===== src/rtl/uart_word_ctrl_if.sv =====
// uart_word_ctrl_if
// Groups the transmit handshake, UART transmitter, UART receiver and display
// signals of uart_word_ctrl.
//   slave  : the controller side (uart_word_ctrl itself)
//   master : the environment side (host logic, UART core, LED driver)
// Signals:
//   tx_word/tx_req/tx_ack/tx_done       word transmit handshake
//   Tx_DATA/Tx_WR/TX_BUSY               UART transmitter byte interface
//   Rx_DATA/Rx_VALID/Rx_FERROR/Rx_PERROR UART receiver byte interface
//   display_data/word_valid/rx_error/rx_timeout  LED driver side
interface uart_word_ctrl_if;
    logic [15:0] tx_word;
    logic        tx_req;
    logic        tx_ack;
    logic        tx_done;
    logic [7:0]  Tx_DATA;
    logic        Tx_WR;
    logic        TX_BUSY;
    logic [7:0]  Rx_DATA;
    logic        Rx_VALID;
    logic        Rx_FERROR;
    logic        Rx_PERROR;
    logic [15:0] display_data;
    logic        word_valid;
    logic        rx_error;
    logic        rx_timeout;

    modport slave (
        input  tx_word, tx_req, TX_BUSY, Rx_DATA, Rx_VALID, Rx_FERROR, Rx_PERROR,
        output tx_ack, tx_done, Tx_DATA, Tx_WR, display_data, word_valid, rx_error,
               rx_timeout
    );

    modport master (
        output tx_word, tx_req, TX_BUSY, Rx_DATA, Rx_VALID, Rx_FERROR, Rx_PERROR,
        input  tx_ack, tx_done, Tx_DATA, Tx_WR, display_data, word_valid, rx_error,
               rx_timeout
    );
endinterface


===== src/rtl/uart_word_ctrl.sv =====
// uart_word_ctrl
// Sequences 16-bit words to the UART transmitter as two bytes (high first) using
// a write/busy handshake, and reassembles received byte pairs into 16-bit display
// words with an inter-byte timeout and error substitution.
// Ports:
//   clk     system clock, rising edge
//   reset   synchronous, active-high
//   io_bus  uart_word_ctrl_if.slave (see interface for signal list)
// All outputs are registered. TX and RX paths are independent.
module uart_word_ctrl #(
    parameter int unsigned TIMEOUT_CYCLES = 1000000,
    parameter logic [15:0] IDLE_PATTERN   = 16'hCCCC,
    parameter logic [15:0] ERR_PATTERN    = 16'hEEEE
) (
    input logic             clk,
    input logic             reset,
    uart_word_ctrl_if.slave io_bus
);

    localparam int unsigned     CntW    = $clog2(TIMEOUT_CYCLES + 1);
    localparam logic [CntW-1:0] CntLast = CntW'(TIMEOUT_CYCLES - 1);
    localparam logic [CntW-1:0] CntOne  = CntW'(1);

    typedef enum logic [1:0] {TIdle, TWr, TRise, TFall} tx_state_e;
    typedef enum logic       {RHi, RLo} rx_state_e;

    // ---------------- TX path ----------------
    tx_state_e   r_tx_state, w_tx_state_nxt;
    logic [15:0] r_tx_word,  w_tx_word_nxt;
    logic [7:0]  r_tx_data,  w_tx_data_nxt;
    logic        r_byte_lo,  w_byte_lo_nxt;
    logic        r_tx_ack,   w_tx_ack_nxt;
    logic        r_tx_wr,    w_tx_wr_nxt;
    logic        r_tx_done,  w_tx_done_nxt;

    always_comb begin
        w_tx_state_nxt = r_tx_state;
        w_tx_word_nxt  = r_tx_word;
        w_tx_data_nxt  = r_tx_data;
        w_byte_lo_nxt  = r_byte_lo;
        w_tx_ack_nxt   = 1'b0;
        w_tx_wr_nxt    = 1'b0;
        w_tx_done_nxt  = 1'b0;
        unique case (r_tx_state)
            TIdle: begin
                if (io_bus.tx_req && !io_bus.TX_BUSY) begin
                    w_tx_word_nxt  = io_bus.tx_word;
                    w_tx_data_nxt  = io_bus.tx_word[15:8];
                    w_byte_lo_nxt  = 1'b0;
                    w_tx_ack_nxt   = 1'b1;
                    w_tx_state_nxt = TWr;
                end
            end
            TWr: begin
                // Strobe is registered, so it appears in the cycle after TWr.
                w_tx_wr_nxt    = 1'b1;
                w_tx_state_nxt = TRise;
            end
            TRise: begin
                if (io_bus.TX_BUSY) begin
                    w_tx_state_nxt = TFall;
                end
            end
            TFall: begin
                if (!io_bus.TX_BUSY) begin
                    if (!r_byte_lo) begin
                        w_tx_data_nxt  = r_tx_word[7:0];
                        w_byte_lo_nxt  = 1'b1;
                        w_tx_state_nxt = TWr;
                    end else begin
                        w_tx_done_nxt  = 1'b1;
                        w_tx_state_nxt = TIdle;
                    end
                end
            end
            default: w_tx_state_nxt = TIdle;
        endcase
    end

    always_ff @(posedge clk) begin
        if (reset) begin
            r_tx_state <= TIdle;
            r_tx_word  <= 16'h0000;
            r_tx_data  <= 8'h00;
            r_byte_lo  <= 1'b0;
            r_tx_ack   <= 1'b0;
            r_tx_wr    <= 1'b0;
            r_tx_done  <= 1'b0;
        end else begin
            r_tx_state <= w_tx_state_nxt;
            r_tx_word  <= w_tx_word_nxt;
            r_tx_data  <= w_tx_data_nxt;
            r_byte_lo  <= w_byte_lo_nxt;
            r_tx_ack   <= w_tx_ack_nxt;
            r_tx_wr    <= w_tx_wr_nxt;
            r_tx_done  <= w_tx_done_nxt;
        end
    end

    // ---------------- RX path ----------------
    rx_state_e       r_rx_state, w_rx_state_nxt;
    logic [7:0]      r_hi_byte,  w_hi_byte_nxt;
    logic [CntW-1:0] r_rx_cnt,   w_rx_cnt_nxt;
    logic [15:0]     r_disp,     w_disp_nxt;
    logic            r_word_vld, w_word_vld_nxt;
    logic            r_rx_err,   w_rx_err_nxt;
    logic            r_rx_tmo,   w_rx_tmo_nxt;
    logic            r_valid_d;
    logic            r_err_d;
    logic            w_err_lvl;
    logic            w_valid_evt;
    logic            w_err_evt;

    // Rising-edge detection so a level-held strobe counts only once.
    assign w_err_lvl   = io_bus.Rx_FERROR | io_bus.Rx_PERROR;
    assign w_valid_evt = io_bus.Rx_VALID & ~r_valid_d;
    assign w_err_evt   = w_err_lvl & ~r_err_d;

    always_comb begin
        w_rx_state_nxt = r_rx_state;
        w_hi_byte_nxt  = r_hi_byte;
        w_rx_cnt_nxt   = r_rx_cnt;
        w_disp_nxt     = r_disp;
        w_word_vld_nxt = 1'b0;
        w_rx_err_nxt   = r_rx_err;
        w_rx_tmo_nxt   = 1'b0;
        if (w_err_evt) begin
            // Error wins over a coincident byte; any held high byte is dropped.
            w_disp_nxt     = ERR_PATTERN;
            w_rx_err_nxt   = 1'b1;
            w_hi_byte_nxt  = 8'h00;
            w_rx_cnt_nxt   = '0;
            w_rx_state_nxt = RHi;
        end else if (w_valid_evt) begin
            if (r_rx_state == RHi) begin
                w_hi_byte_nxt  = io_bus.Rx_DATA;
                w_rx_cnt_nxt   = '0;
                w_rx_state_nxt = RLo;
            end else begin
                w_disp_nxt     = {r_hi_byte, io_bus.Rx_DATA};
                w_word_vld_nxt = 1'b1;
                w_rx_err_nxt   = 1'b0;
                w_rx_state_nxt = RHi;
            end
        end else if (r_rx_state == RLo) begin
            if (r_rx_cnt == CntLast) begin
                w_rx_tmo_nxt   = 1'b1;
                w_hi_byte_nxt  = 8'h00;
                w_rx_cnt_nxt   = '0;
                w_rx_state_nxt = RHi;
            end else begin
                w_rx_cnt_nxt = r_rx_cnt + CntOne;
            end
        end
    end

    always_ff @(posedge clk) begin
        if (reset) begin
            r_rx_state <= RHi;
            r_hi_byte  <= 8'h00;
            r_rx_cnt   <= '0;
            r_disp     <= IDLE_PATTERN;
            r_word_vld <= 1'b0;
            r_rx_err   <= 1'b0;
            r_rx_tmo   <= 1'b0;
            r_valid_d  <= 1'b0;
            r_err_d    <= 1'b0;
        end else begin
            r_rx_state <= w_rx_state_nxt;
            r_hi_byte  <= w_hi_byte_nxt;
            r_rx_cnt   <= w_rx_cnt_nxt;
            r_disp     <= w_disp_nxt;
            r_word_vld <= w_word_vld_nxt;
            r_rx_err   <= w_rx_err_nxt;
            r_rx_tmo   <= w_rx_tmo_nxt;
            r_valid_d  <= io_bus.Rx_VALID;
            r_err_d    <= w_err_lvl;
        end
    end

    // ---------------- Outputs ----------------
    assign io_bus.tx_ack       = r_tx_ack;
    assign io_bus.tx_done      = r_tx_done;
    assign io_bus.Tx_DATA      = r_tx_data;
    assign io_bus.Tx_WR        = r_tx_wr;
    assign io_bus.display_data = r_disp;
    assign io_bus.word_valid   = r_word_vld;
    assign io_bus.rx_error     = r_rx_err;
    assign io_bus.rx_timeout   = r_rx_tmo;

endmodule


===== src/flat_wrapper.sv =====
// flat-port wrapper written by rule: the top's interface ports become plain ports
module uart_word_ctrl_flat 
#(
    parameter int unsigned TIMEOUT_CYCLES = 1000000,
    parameter logic [15:0] IDLE_PATTERN   = 16'hCCCC,
    parameter logic [15:0] ERR_PATTERN    = 16'hEEEE
)
  (clk, reset, io_bus_tx_word, io_bus_tx_req, io_bus_TX_BUSY, io_bus_Rx_DATA, io_bus_Rx_VALID, io_bus_Rx_FERROR, io_bus_Rx_PERROR, io_bus_tx_ack, io_bus_tx_done, io_bus_Tx_DATA, io_bus_Tx_WR, io_bus_display_data, io_bus_word_valid, io_bus_rx_error, io_bus_rx_timeout);
  uart_word_ctrl_if io_bus_i ();
  input logic clk;
  input logic reset;
  input wire logic [$bits(io_bus_i.tx_word)-1:0] io_bus_tx_word;
  input wire logic [$bits(io_bus_i.tx_req)-1:0] io_bus_tx_req;
  input wire logic [$bits(io_bus_i.TX_BUSY)-1:0] io_bus_TX_BUSY;
  input wire logic [$bits(io_bus_i.Rx_DATA)-1:0] io_bus_Rx_DATA;
  input wire logic [$bits(io_bus_i.Rx_VALID)-1:0] io_bus_Rx_VALID;
  input wire logic [$bits(io_bus_i.Rx_FERROR)-1:0] io_bus_Rx_FERROR;
  input wire logic [$bits(io_bus_i.Rx_PERROR)-1:0] io_bus_Rx_PERROR;
  output wire logic [$bits(io_bus_i.tx_ack)-1:0] io_bus_tx_ack;
  output wire logic [$bits(io_bus_i.tx_done)-1:0] io_bus_tx_done;
  output wire logic [$bits(io_bus_i.Tx_DATA)-1:0] io_bus_Tx_DATA;
  output wire logic [$bits(io_bus_i.Tx_WR)-1:0] io_bus_Tx_WR;
  output wire logic [$bits(io_bus_i.display_data)-1:0] io_bus_display_data;
  output wire logic [$bits(io_bus_i.word_valid)-1:0] io_bus_word_valid;
  output wire logic [$bits(io_bus_i.rx_error)-1:0] io_bus_rx_error;
  output wire logic [$bits(io_bus_i.rx_timeout)-1:0] io_bus_rx_timeout;
  assign io_bus_i.tx_word = io_bus_tx_word;
  assign io_bus_i.tx_req = io_bus_tx_req;
  assign io_bus_i.TX_BUSY = io_bus_TX_BUSY;
  assign io_bus_i.Rx_DATA = io_bus_Rx_DATA;
  assign io_bus_i.Rx_VALID = io_bus_Rx_VALID;
  assign io_bus_i.Rx_FERROR = io_bus_Rx_FERROR;
  assign io_bus_i.Rx_PERROR = io_bus_Rx_PERROR;
  assign io_bus_tx_ack = io_bus_i.tx_ack;
  assign io_bus_tx_done = io_bus_i.tx_done;
  assign io_bus_Tx_DATA = io_bus_i.Tx_DATA;
  assign io_bus_Tx_WR = io_bus_i.Tx_WR;
  assign io_bus_display_data = io_bus_i.display_data;
  assign io_bus_word_valid = io_bus_i.word_valid;
  assign io_bus_rx_error = io_bus_i.rx_error;
  assign io_bus_rx_timeout = io_bus_i.rx_timeout;
  uart_word_ctrl #(.TIMEOUT_CYCLES(TIMEOUT_CYCLES), .IDLE_PATTERN(IDLE_PATTERN), .ERR_PATTERN(ERR_PATTERN)) u_core (.clk(clk), .reset(reset), .io_bus(io_bus_i));
endmodule

===== config.mk =====
export PLATFORM = sky130hd
export DESIGN_NAME = uart_word_ctrl_flat
export DESIGN_NICKNAME = d
export VERILOG_FILES = /design/src/rtl/uart_word_ctrl_if.sv /design/src/rtl/uart_word_ctrl.sv /design/src/flat_wrapper.sv
export SDC_FILE = /design/constraint.sdc
export NUM_CORES = 1
export LEC_CHECK = 0
export CAP_MARGIN = 40
export CORE_UTILIZATION = 45
export DETAILED_ROUTE_END_ITERATION = 8
export GPL_TIMING_DRIVEN = 0
export PLACE_DENSITY = 0.79
export SYNTH_ARGS = -nofsm -noshare
export SYNTH_HDL_FRONTEND = slang
export SYNTH_SLANG_ARGS = --single-unit

===== constraint.sdc =====
create_clock -name clk -period 3.6 [get_ports clk]
set_input_delay 0.72 -clock clk [delete_from_list [all_inputs] [get_ports clk]]
set_output_delay 0.72 -clock clk [all_outputs]
set_load 0.03 [all_outputs]

==> run metrics, run 1 <==
Worst Setup End Kind=flip-flop; post-place setup slack=around 44 ps; I/O pins=61; initial antenna violation count=0; Area growth, synth to finish=29.6%; Core Util, Final=approximately three fifths; Antenna Nets Post-Route=0; worst stage delay on the critical path=between 500 and 600 ps; P_leak=around 1.5 nW; RSZ-0062 raised after global routing=false; non-filler cells, final=between 400 and 500; # rows=30; critical path data arrival time=around 3500 ps; min cycle time layout=around 3200 ps; setup violators final=0; Final Hold Viols=0; Clock Skew=about 10 ps; Routed Wire Length=about 6700 um; Initial Utilization=between 40% and 50%; Slew Viols, Final=0; Final Cycle Share=approximately nine tenths; crit path max fanout=10; Slew HR=a little over half; total core area=~6800 um^2; Final #Nets=between 400 and 500; Crit path max-delay family=simple AND/OR/NAND/NOR gates; GPL Wtd Cong=0.821; number of enable flip-flop cells after synthesis=0; R2R Setup Slk=approximately 850 ps; Pre-Repair DR Iteration Count=4; worst hold path class=flip-flop to flip-flop; pwr/cell area=roughly 490 nW/um^2; Synth Warn #=0; largest net degree at the start of global routing=14; Net Count, Synth=~360; max cap viols=0; VDD IR-drop max=roughly 0.36 mV; Fillers=roughly 580; Mapped Avg Cell Area=between 9 and 10 um^2; CP Cell Sequence=clkdlybuf4s50_1 -> nand2b_1 -> clkinv_1 -> ha_1 -> clkbuf_8 -> nand4_4 -> or4_4 -> or4_1 -> a211oi_1; sequential share of the synthesized area=approximately 46%; slowest cell on the critical path=or4_4; Clock Root Buffer=clkbuf_8; area of the mapped netlist=3160 um^2; antenna diode count=0; grt ovf=0; Setup Buffers After CTS=0; Vias=around 2600; prevailing post-synth register cell=dfxtp_1; Achievable Freq=between 300 and 400 MHz; TritonCTS Buffers=9; CP bufs+invs=3; Gate Count Post-Synth=323; first-pass GRT wire length=around 12000 um; Placed Cells=around 480; post-route setup slack=around 380 ps; DR WL/cell=13.5 um; die boundary height=between 80 and 90 um; DRT iter0 DRCs=between 100 and 150; Final TNS setup=0 ps; Final HPWL DP=a little under 5000 um; status=finished clean; hold buffers post-CTS=0; post_cts resized=0; DRC=0; Yosys reg bits=72; Worst-path clk slew=roughly 70 ps; Worst EP required=approximately 3800 ps; H-tree depth=3; CTS tree=built; Synth cell types=49; fraction of registers with async set/reset=0%; IO Port Bufs=60; worst-margin pin slew=~700 ps; share of layout cells above drive strength 1=9.77%; DIE AREA=7360 um^2; later-pin clock latency in the skew report=between 300 and 400 ps; die width=about 86 um; via/cell ratio=around 5.3; GR Util All Layers=19.6%; Clock Tree Buf Depth=2; Crit Path Category=input pin to flip-flop; total power=just over 2 mW; Startpoint Class=input pin; CTS Sinks=72; vias in the first global route=~2500
==> cell usage in the layout, fill, tap and decap left out, types with 2 or more instances in the layout <==
cell type,instances
xnor2_1,5
buf_2,2
or3_1,5
ha_1,7
nor2_1,35
nand2b_1,2
a32o_1,9
o21ai_0,6
nor2b_1,5
nand4_2,2
nand3_1,6
or4b_2,2
mux2i_1,33
nor4b_1,2
dfxtp_1,72
nor3_1,17
buf_1,2
buf_6,2
a211oi_1,13
clkinv_4,2
a21oi_1,8
or4_1,3
and3_1,11
clkbuf_1,10
inv_1,6
nand4_1,6
clkbuf_8,12
xor2_1,5
or4_4,2
clkdlybuf4s50_1,60
o31ai_1,3
nand2_1,22
==> per-layer routing <==
layer  wire, um  vias up  global-route usage [%]
met5          0        -                       0
met4        102        0                    7.12
met3        395       12                    5.49
met2       3190       74                    32.3
met1       3000     1229                    24.6
li1           -     1317                       -
==> worst min-delay path, stage by stage (launching register included) <==
cell and delay (ps):
dfxtp_1 320, nand2_1 50, a21oi_1 50
==> area by class of cell <==
| type | instances | area, um^2 | area share, % |
|---|---|---|---|
| Buffer | 18 | 98.8 | 2.41 |
| Clock buffer | 11 | 151 | 3.70 |
| Clock inverter | 5 | 63.8 | 1.56 |
| Inverter | 7 | 26.3 | 0.642 |
| Multi-Input combinational cell | 226 | 1590 | 38.9 |
| Sequential cell | 72 | 1440 | 35.2 |
| Tap cell | 96 | 120 | 2.93 |
| Timing Repair Buffer | 60 | 601 | 14.7 |
==> kinds of logic (layout without fill, tap and decap cells) <==
group	Yosys count	after routing	synth area share [%]
flops	72	72	45.6
mux	33	33	10.5
fa+ha+maj	7	7	2.77
compound gates	44	44	10.3
buf+inv	25	101	3.96
xor+xnor	10	10	2.77
simple gates	132	132	24.1
==> flip-flops by register name (all words and copies together), names as in the netlist, 2 cells and up <==
name	count
u_core.io_bus.display_data	16
u_core.r_tx_word	8
u_core.r_tx_state	2
u_core.io_bus.Tx_DATA	8
u_core.r_hi_byte	8
u_core.r_rx_cnt	20
==> final timing paths <==
| check | from | end | cells past startpoint |
|---|---|---|---|
| min | u_core.io_bus.rx_error | u_core.io_bus.rx_error | 2 |
| max reg2reg | u_core.r_valid_d | u_core.r_rx_cnt[18] | 8 |
| max | io_bus_Rx_VALID | u_core.r_rx_cnt[18] | 9 |
| min reg2reg | u_core.io_bus.rx_error | u_core.io_bus.rx_error | 2 |
==> cells in the mapped netlist, types with 5 or more instances <==
library cell,n,area [um^2]
nor2b_1,5,31.3
nor3_1,17,85.1
inv_1,6,22.5
clkbuf_1,10,37.5
or3_1,5,31.3
nand4_1,6,37.5
a211oi_1,13,97.6
o21ai_0,6,30.0
a21oi_1,8,40.0
nand3_1,6,30.0
a32o_1,9,90.1
nor2_1,35,131
xor2_1,5,43.8
xnor2_1,5,43.8
dfxtp_1,72,1440
nand2_1,22,82.6
and3_1,11,68.8
ha_1,7,87.6
mux2i_1,33,330
==> power by group <==
part / switching, mW / internal [mW] / total [mW]
combinational: 0.253 / 0.198 / 0.450
sequential: 0.0363 / 0.859 / 0.895
clock: 0.311 / 0.363 / 0.674
==> per-stage QoR <==
stage	hold slack (ps)	area [um^2]
2_1_floorplan	437	3160
3_3_place_gp	447	3880
3_5_place_dp	456	3880
4_1_cts	471	4090
5_1_grt	479	4090
6_report	469	4090
No activity file was read; power rests on OpenSTA's default activity.
==> run 2, diff against run 1 <==
- CAP_MARGIN: 40 -> not set
- SLEW_MARGIN: not set -> 15
==> results of run 2 <==
Same layout as run 1: the final DEF is identical, and so are final timing and power.
